`src/rtl/dff_pipe_pkg.sv`:
```
`default_nettype none
// ============================================================================
// Module      : dff_pipe_pkg
// Description : Shared defaults for the dff_pipe elastic pipeline and the
//               helper that sizes the optional occupancy counter.
// Contents    : DFF_PIPE_WIDTH - default payload width
//               DFF_PIPE_DEPTH - default number of register stages
//               occ_width()    - bits needed to count 0..depth valid stages
// Revision    : 1.0 - initial release
// ============================================================================
package dff_pipe_pkg;

  localparam int DFF_PIPE_WIDTH = 8;
  localparam int DFF_PIPE_DEPTH = 4;

  // Counter must represent every value from 0 (empty) to depth (full).
  function automatic int occ_width(input int depth);
    return $clog2(depth + 1);
  endfunction

endpackage : dff_pipe_pkg
`default_nettype wire

```
`src/rtl/dff_pipe_stage.sv`:
```
`default_nettype none
// ============================================================================
// Module      : dff_pipe_stage
// Description : One elastic pipeline stage: a valid bit, a data register and
//               the ready term telling the upstream side it may send.
// Ports       : clk        - clock, all updates on rising edge
//               reset      - synchronous active-high reset (clears valid+data)
//               flush      - synchronous invalidate (clears valid only)
//               up_valid   - upstream has an item for this stage
//               up_data    - upstream payload
//               down_ready - downstream will take this stage's item
//               valid      - this stage holds an item
//               data       - this stage's payload
//               ready      - this stage accepts an item this cycle
// Revision    : 1.0 - initial release
// ============================================================================
module dff_pipe_stage
  import dff_pipe_pkg::*;
#(
  parameter int WIDTH = DFF_PIPE_WIDTH
) (
  input  logic             clk,
  input  logic             reset,
  input  logic             flush,
  input  logic             up_valid,
  input  logic [WIDTH-1:0] up_data,
  input  logic             down_ready,
  output logic             valid,
  output logic [WIDTH-1:0] data,
  output logic             ready
);

  // Empty, or the held item leaves this cycle: either way the slot frees up.
  assign ready = ~valid | down_ready;

  always_ff @(posedge clk) begin
    if (reset) begin
      valid <= 1'b0;
      data  <= '0;
    end else begin
      if (flush) begin
        valid <= 1'b0;
      end else if (ready) begin
        valid <= up_valid;
      end
      // Data only moves on a real transfer, so a stalled item stays stable.
      if (!flush && ready && up_valid) begin
        data <= up_data;
      end
    end
  end

endmodule : dff_pipe_stage
`default_nettype wire

```
`src/rtl/dff_pipe.sv`:
```
`default_nettype none
// ============================================================================
// Module      : dff_pipe
// Description : DEPTH-stage elastic valid/ready register pipeline with
//               bubble collapsing, synchronous flush and optional occupancy
//               counter.
// Ports       : clk       - clock
//               reset     - synchronous active-high reset
//               flush     - synchronous invalidate of all stages
//               in_valid  / in_ready  / in_data  - upstream handshake
//               out_valid / out_ready / out_data - downstream handshake
//               occupancy - number of valid stages (DFF_PIPE_COUNT_EN only)
// Config      : define DFF_PIPE_COUNT_EN to build the occupancy port/counter.
// Revision    : 1.0 - initial release
// ============================================================================
module dff_pipe
  import dff_pipe_pkg::*;
#(
  parameter int WIDTH = DFF_PIPE_WIDTH,
  parameter int DEPTH = DFF_PIPE_DEPTH
) (
  input  logic                         clk,
  input  logic                         reset,
  input  logic                         flush,
  input  logic                         in_valid,
  output logic                         in_ready,
  input  logic [WIDTH-1:0]             in_data,
  output logic                         out_valid,
  input  logic                         out_ready,
`ifdef DFF_PIPE_COUNT_EN
  output logic [occ_width(DEPTH)-1:0]  occupancy,
`endif
  output logic [WIDTH-1:0]             out_data
);

  logic [DEPTH-1:0] valid_q;
  logic [WIDTH-1:0] data_q [DEPTH];
  logic [DEPTH-1:0] down_ready;
  logic [DEPTH-1:0] stage_ready;

  // Stage i may pass its item on when the output drains or any later stage
  // is empty: everything between i and that hole shifts up by one. Deriving
  // this straight from the valid bits avoids a combinational ready chain.
  always_comb begin : p_down_ready
    logic drain;
    down_ready = '0;
    drain      = out_ready;
    for (int i = DEPTH - 1; i >= 0; i--) begin
      down_ready[i] = drain;
      drain         = drain | ~valid_q[i];
    end
  end

  for (genvar gi = 0; gi < DEPTH; gi++) begin : g_stage
    logic             up_valid;
    logic [WIDTH-1:0] up_data;

    if (gi == 0) begin : g_head
      assign up_valid = in_valid;
      assign up_data  = in_data;
    end else begin : g_body
      assign up_valid = valid_q[gi-1];
      assign up_data  = data_q[gi-1];
    end

    dff_pipe_stage #(
      .WIDTH (WIDTH)
    ) u_stage (
      .clk        (clk),
      .reset      (reset),
      .flush      (flush),
      .up_valid   (up_valid),
      .up_data    (up_data),
      .down_ready (down_ready[gi]),
      .valid      (valid_q[gi]),
      .data       (data_q[gi]),
      .ready      (stage_ready[gi])
    );
  end

  // Only stage 0 faces the outside world; the other ready terms are implied
  // by down_ready and exist for stage self-containment.
  logic unused_stage_ready;
  assign unused_stage_ready = ^stage_ready;

  assign in_ready  = stage_ready[0] & ~flush & ~reset;
  assign out_valid = valid_q[DEPTH-1];
  assign out_data  = data_q[DEPTH-1];

`ifdef DFF_PIPE_COUNT_EN
  localparam int OCC_W = occ_width(DEPTH);

  logic             in_fire;
  logic             out_fire;
  logic [OCC_W-1:0] count_q;

  assign in_fire  = in_valid & in_ready;
  assign out_fire = out_valid & out_ready;

  always_ff @(posedge clk) begin
    if (reset || flush) begin
      count_q <= '0;
    end else begin
      case ({in_fire, out_fire})
        2'b10:   count_q <= count_q + OCC_W'(1);
        2'b01:   count_q <= count_q - OCC_W'(1);
        default: count_q <= count_q;
      endcase
    end
  end

  assign occupancy = count_q;
`endif

endmodule : dff_pipe
`default_nettype wire

```
`config.mk`:
```
export PLATFORM = sky130hd
export DESIGN_NAME = dff_pipe
export DESIGN_NICKNAME = d
export VERILOG_FILES = /design/src/rtl/dff_pipe_pkg.sv /design/src/rtl/dff_pipe_stage.sv /design/src/rtl/dff_pipe.sv
export SDC_FILE = /design/constraint.sdc
export NUM_CORES = 1
export LEC_CHECK = 0
export CAP_MARGIN = 10
export CORE_MARGIN = 5
export CORE_UTILIZATION = 50
export CTS_CLUSTER_DIAMETER = 60
export CTS_CLUSTER_SIZE = 28
export DETAILED_ROUTE_END_ITERATION = 7
export MAX_ROUTING_LAYER = met4
export PLACE_DENSITY = 0.74
export RECOVER_POWER = 50
export SYNTH_ARGS = -nofsm -noshare
export SYNTH_HDL_FRONTEND = slang
export SYNTH_SLANG_ARGS = --single-unit
```
`constraint.sdc`:
```
create_clock -name clk -period 1.5 [get_ports clk]
set_input_delay 0.15 -clock clk [delete_from_list [all_inputs] [get_ports clk]]
set_output_delay 0.15 -clock clk [all_outputs]
set_load 0.01 [all_outputs]
```
==> impl_metrics.json <==
{
  "status": "finished clean",
  "startpoint_type": "flip-flop",
  "grt_pass1_vias": 1236,
  "end_kind": "primary output",
  "pwr-share-comb": 0.064,
  "holdPathEnd": "g_stage[0].u_stage.data[4]",
  "mappedNetlistArea_sq_um": 1650,
  "std_cell_rows": 20,
  "grt_max_degree": 29,
  "viasPerCell": 5.43,
  "syn_to_final_growth_pct": 24.5,
  "path_max_fanout": 2,
  "dieArea_sq_um": 4550,
  "arrival_ns": 1.26,
  "rrSetupSlack_ns": 0.09,
  "syn_nets": 183,
  "insertion_delay_ns": 0.34,
  "cts_buffers": 5,
  "drive_gt1_frac": 0.147,
  "drcViolationCount": 0,
  "h-tree-depth": 2,
  "start_util": 0.532,
  "die-width_microns": 67.5,
  "drt_iter0_markers": 126,
  "synth_cells": 170,
  "ios": 23,
  "crit_type": "flip-flop to primary output",
  "portBuffers": 22,
  "synth-seq-cells": 36,
  "total_power_mw": 2.12,
  "cts_setup_buffers": 0,
  "top_layer_used": "met4",
  "antenna_cells": 0,
  "fillers": 304,
  "cap_violations": 0,
  "hold_ws_ns": 0.464,
  "r2r_cells": 5,
  "cts.sinks": 36,
  "max_slew.worst_pin.slew_ns": 0.320,
  "hold_class": "input pin to flip-flop",
  "clock_skew_ns": 0.00542,
  "peakVddDrop_mv": 0.615,
  "avgSynthCellArea_sq_um": 9.72,
  "wl_met1_mm": 1.44,
  "routed-wl-met2_mm": 1.76,
  "cts_root_buffer": "clkbuf_4",
  "r2r-start": "g_stage[1].u_stage.valid",
  "switching_power_mw": 0.394,
  "nets": 209,
  "drtPass1Iterations": 4,
  "setup_viol": 0,
  "maxSlewHeadroom": 0.787,
  "powerDensity_nw_per_um2": 1030,
  "grtUsageTotal": 0.174,
  "worstPathRequired_ns": 1.35,
  "wire_per_inst_microns": 14.0,
  "seq_power_share": 0.459,
  "swShare": 0.185,
  "synth_cell_types": 22,
  "yosysSeqAreaShare": 0.436,
  "p_leak_nw": 0.776,
  "dieHeight_microns": 67.5,
  "grt_pass1_wl_mm": 5.77,
  "synth_warnings": 0,
  "max_freq_mhz": 709,
  "grt-ovfl-total": 0,
  "hold_start": "in_data[4]",
  "hpwl_mm": 2.44,
  "coreArea_sq_um": 3100,
  "clkTransAtPathRegs_ns": 0.11,
  "gp_congestion": 0.751,
  "finish.utilization": 0.663,
  "internal-power_mw": 1.73,
  "wl_mm": 3.37,
  "via_count": 1308,
  "p_clk_frac": 0.477,
  "rsz0062_at_grt": "false",
  "hold_viol_final": 0,
  "ant_nets": 0,
  "cts_tree": "done",
  "finalCritPeriodShare": 0.941,
  "reg2reg_to": "g_stage[1].u_stage.data[7]",
  "routed-wl-met3_microns": 161,
  "fin_crit_ns": 1.41,
  "antenna_found_initial": 0,
  "hold_depth": 4,
  "maxSlewViolCount": 0,
  "clock_path_buffers": 2
}
-- worst max-delay path by stage --
stage	start	to	slack [ns]	cells after the start
2_1_floorplan	g_stage[2].u_stage.valid	in_ready	0.16	4
3_3_place_gp	out_ready	in_ready	-0.27	4
3_5_place_dp	out_ready	in_ready	-0.33	4
4_1_cts	g_stage[3].u_stage.valid	out_valid	0.004	2
5_1_grt	g_stage[1].u_stage.valid	in_ready	0.002	3
6_report	g_stage[1].u_stage.valid	in_ready	0.09	3
-- placed cells by master (no fill, tap or decap), drive strengths merged --
cell / n
nand4b: 8
a211o: 1
nor3b: 1
a211oi: 2
o211ai: 8
inv: 9
a2111o: 8
nor3: 4
nand3: 8
mux2i: 16
nand2b: 27
clkdlybuf4s50: 20
nor2: 2
dfxtp: 36
buf: 15
bufinv: 3
dlymetal6s2s: 1
nor2b: 3
o21ai: 8
a21oi: 10
clkbuf: 6
and4b: 1
-- stage by stage --
| stage | setup WS [ns] | cells | setup TNS [ns] | area, sq um |
|---|---|---|---|---|
| floorplan | 0.164 | 170 | 0 | 1650 |
| global placement | -0.265 | 233 | -2.27 | 1950 |
| detailed placement | -0.334 | 233 | -4.08 | 1950 |
| CTS | 0.00408 | 241 | 0 | 2080 |
| global route | 0.00186 | 241 | 0 | 2060 |
| finish | 0.0889 | 241 | 0 | 2060 |
-- cells in the mapped netlist, drive strengths merged --
library cell	number	area share
nor3	4	0.012
a211o	1	0.0053
nand3	8	0.024
mux2i	16	0.097
o21ai	8	0.024
buf	7	0.027
nand2b	27	0.10
and4b	1	0.0083
nand4b	8	0.042
inv	9	0.020
a21oi	10	0.030
a2111o	8	0.055
nor3b	1	0.0045
nor2	2	0.0045
clkbuf	11	0.025
dfxtp	36	0.44
a211oi	2	0.0091
o211ai	8	0.061
nor2b	3	0.011
-- cells by family after synthesis --
logic type / share of synthesized area
AOI/OAI and AO/OA: 0.184
buffers and inverters: 0.0727
DFF: 0.436
muxes: 0.0970
and+or+nand+nor: 0.210
-- flip-flops by register name, summed over array words and instances, names as in the netlist --
signal,count
g_stage.u_stage.data,32
g_stage.u_stage.valid,4
-- worst max-delay path, cell delays in order (launching register included) --
cell and delay, ns:
dfxtp_2 0.34, and4b_4 0.21, a211oi_1 0.21, buf_2 0.16
-- layout make-up --
type,count,area (sq um),area share
multi-input combinational,107,786,0.382
inverter,9,33.8,0.0164
timing repair buffer,37,330,0.161
tap,44,55.1,0.0268
sequential,36,723,0.352
clock inverter,3,90.1,0.0438
clock buffer,5,37.5,0.0183
-- layer usage --
| metal | up-vias | GRT usage |
|---|---|---|
| met3 | 2 | 0.0549 |
| met2 | 34 | 0.304 |
| li1 | 653 | - |
| met1 | 619 | 0.189 |
| met4 | 0 | 0.0456 |
| met5 | - | - |
-- power groups by stage --
| stage | logic [mW] | clock network (mW) | registers [mW] |
|---|---|---|---|
| CTS | 0.141 | 1.03 | 0.976 |
| finish | 0.136 | 1.01 | 0.976 |
| floorplan | 0.0832 | 0 | 0.996 |
| global placement | 0.137 | 0 | 0.996 |
| detailed placement | 0.142 | 0 | 0.998 |
| global route | 0.148 | 1.08 | 0.978 |
-- repair_timing --
action                     in CTS  in global routing
hold buffers                    0                  0
gates resized for setup         6                  3
setup endpoints to repair       3                  4
No activity file was read; power rests on OpenSTA's default activity.
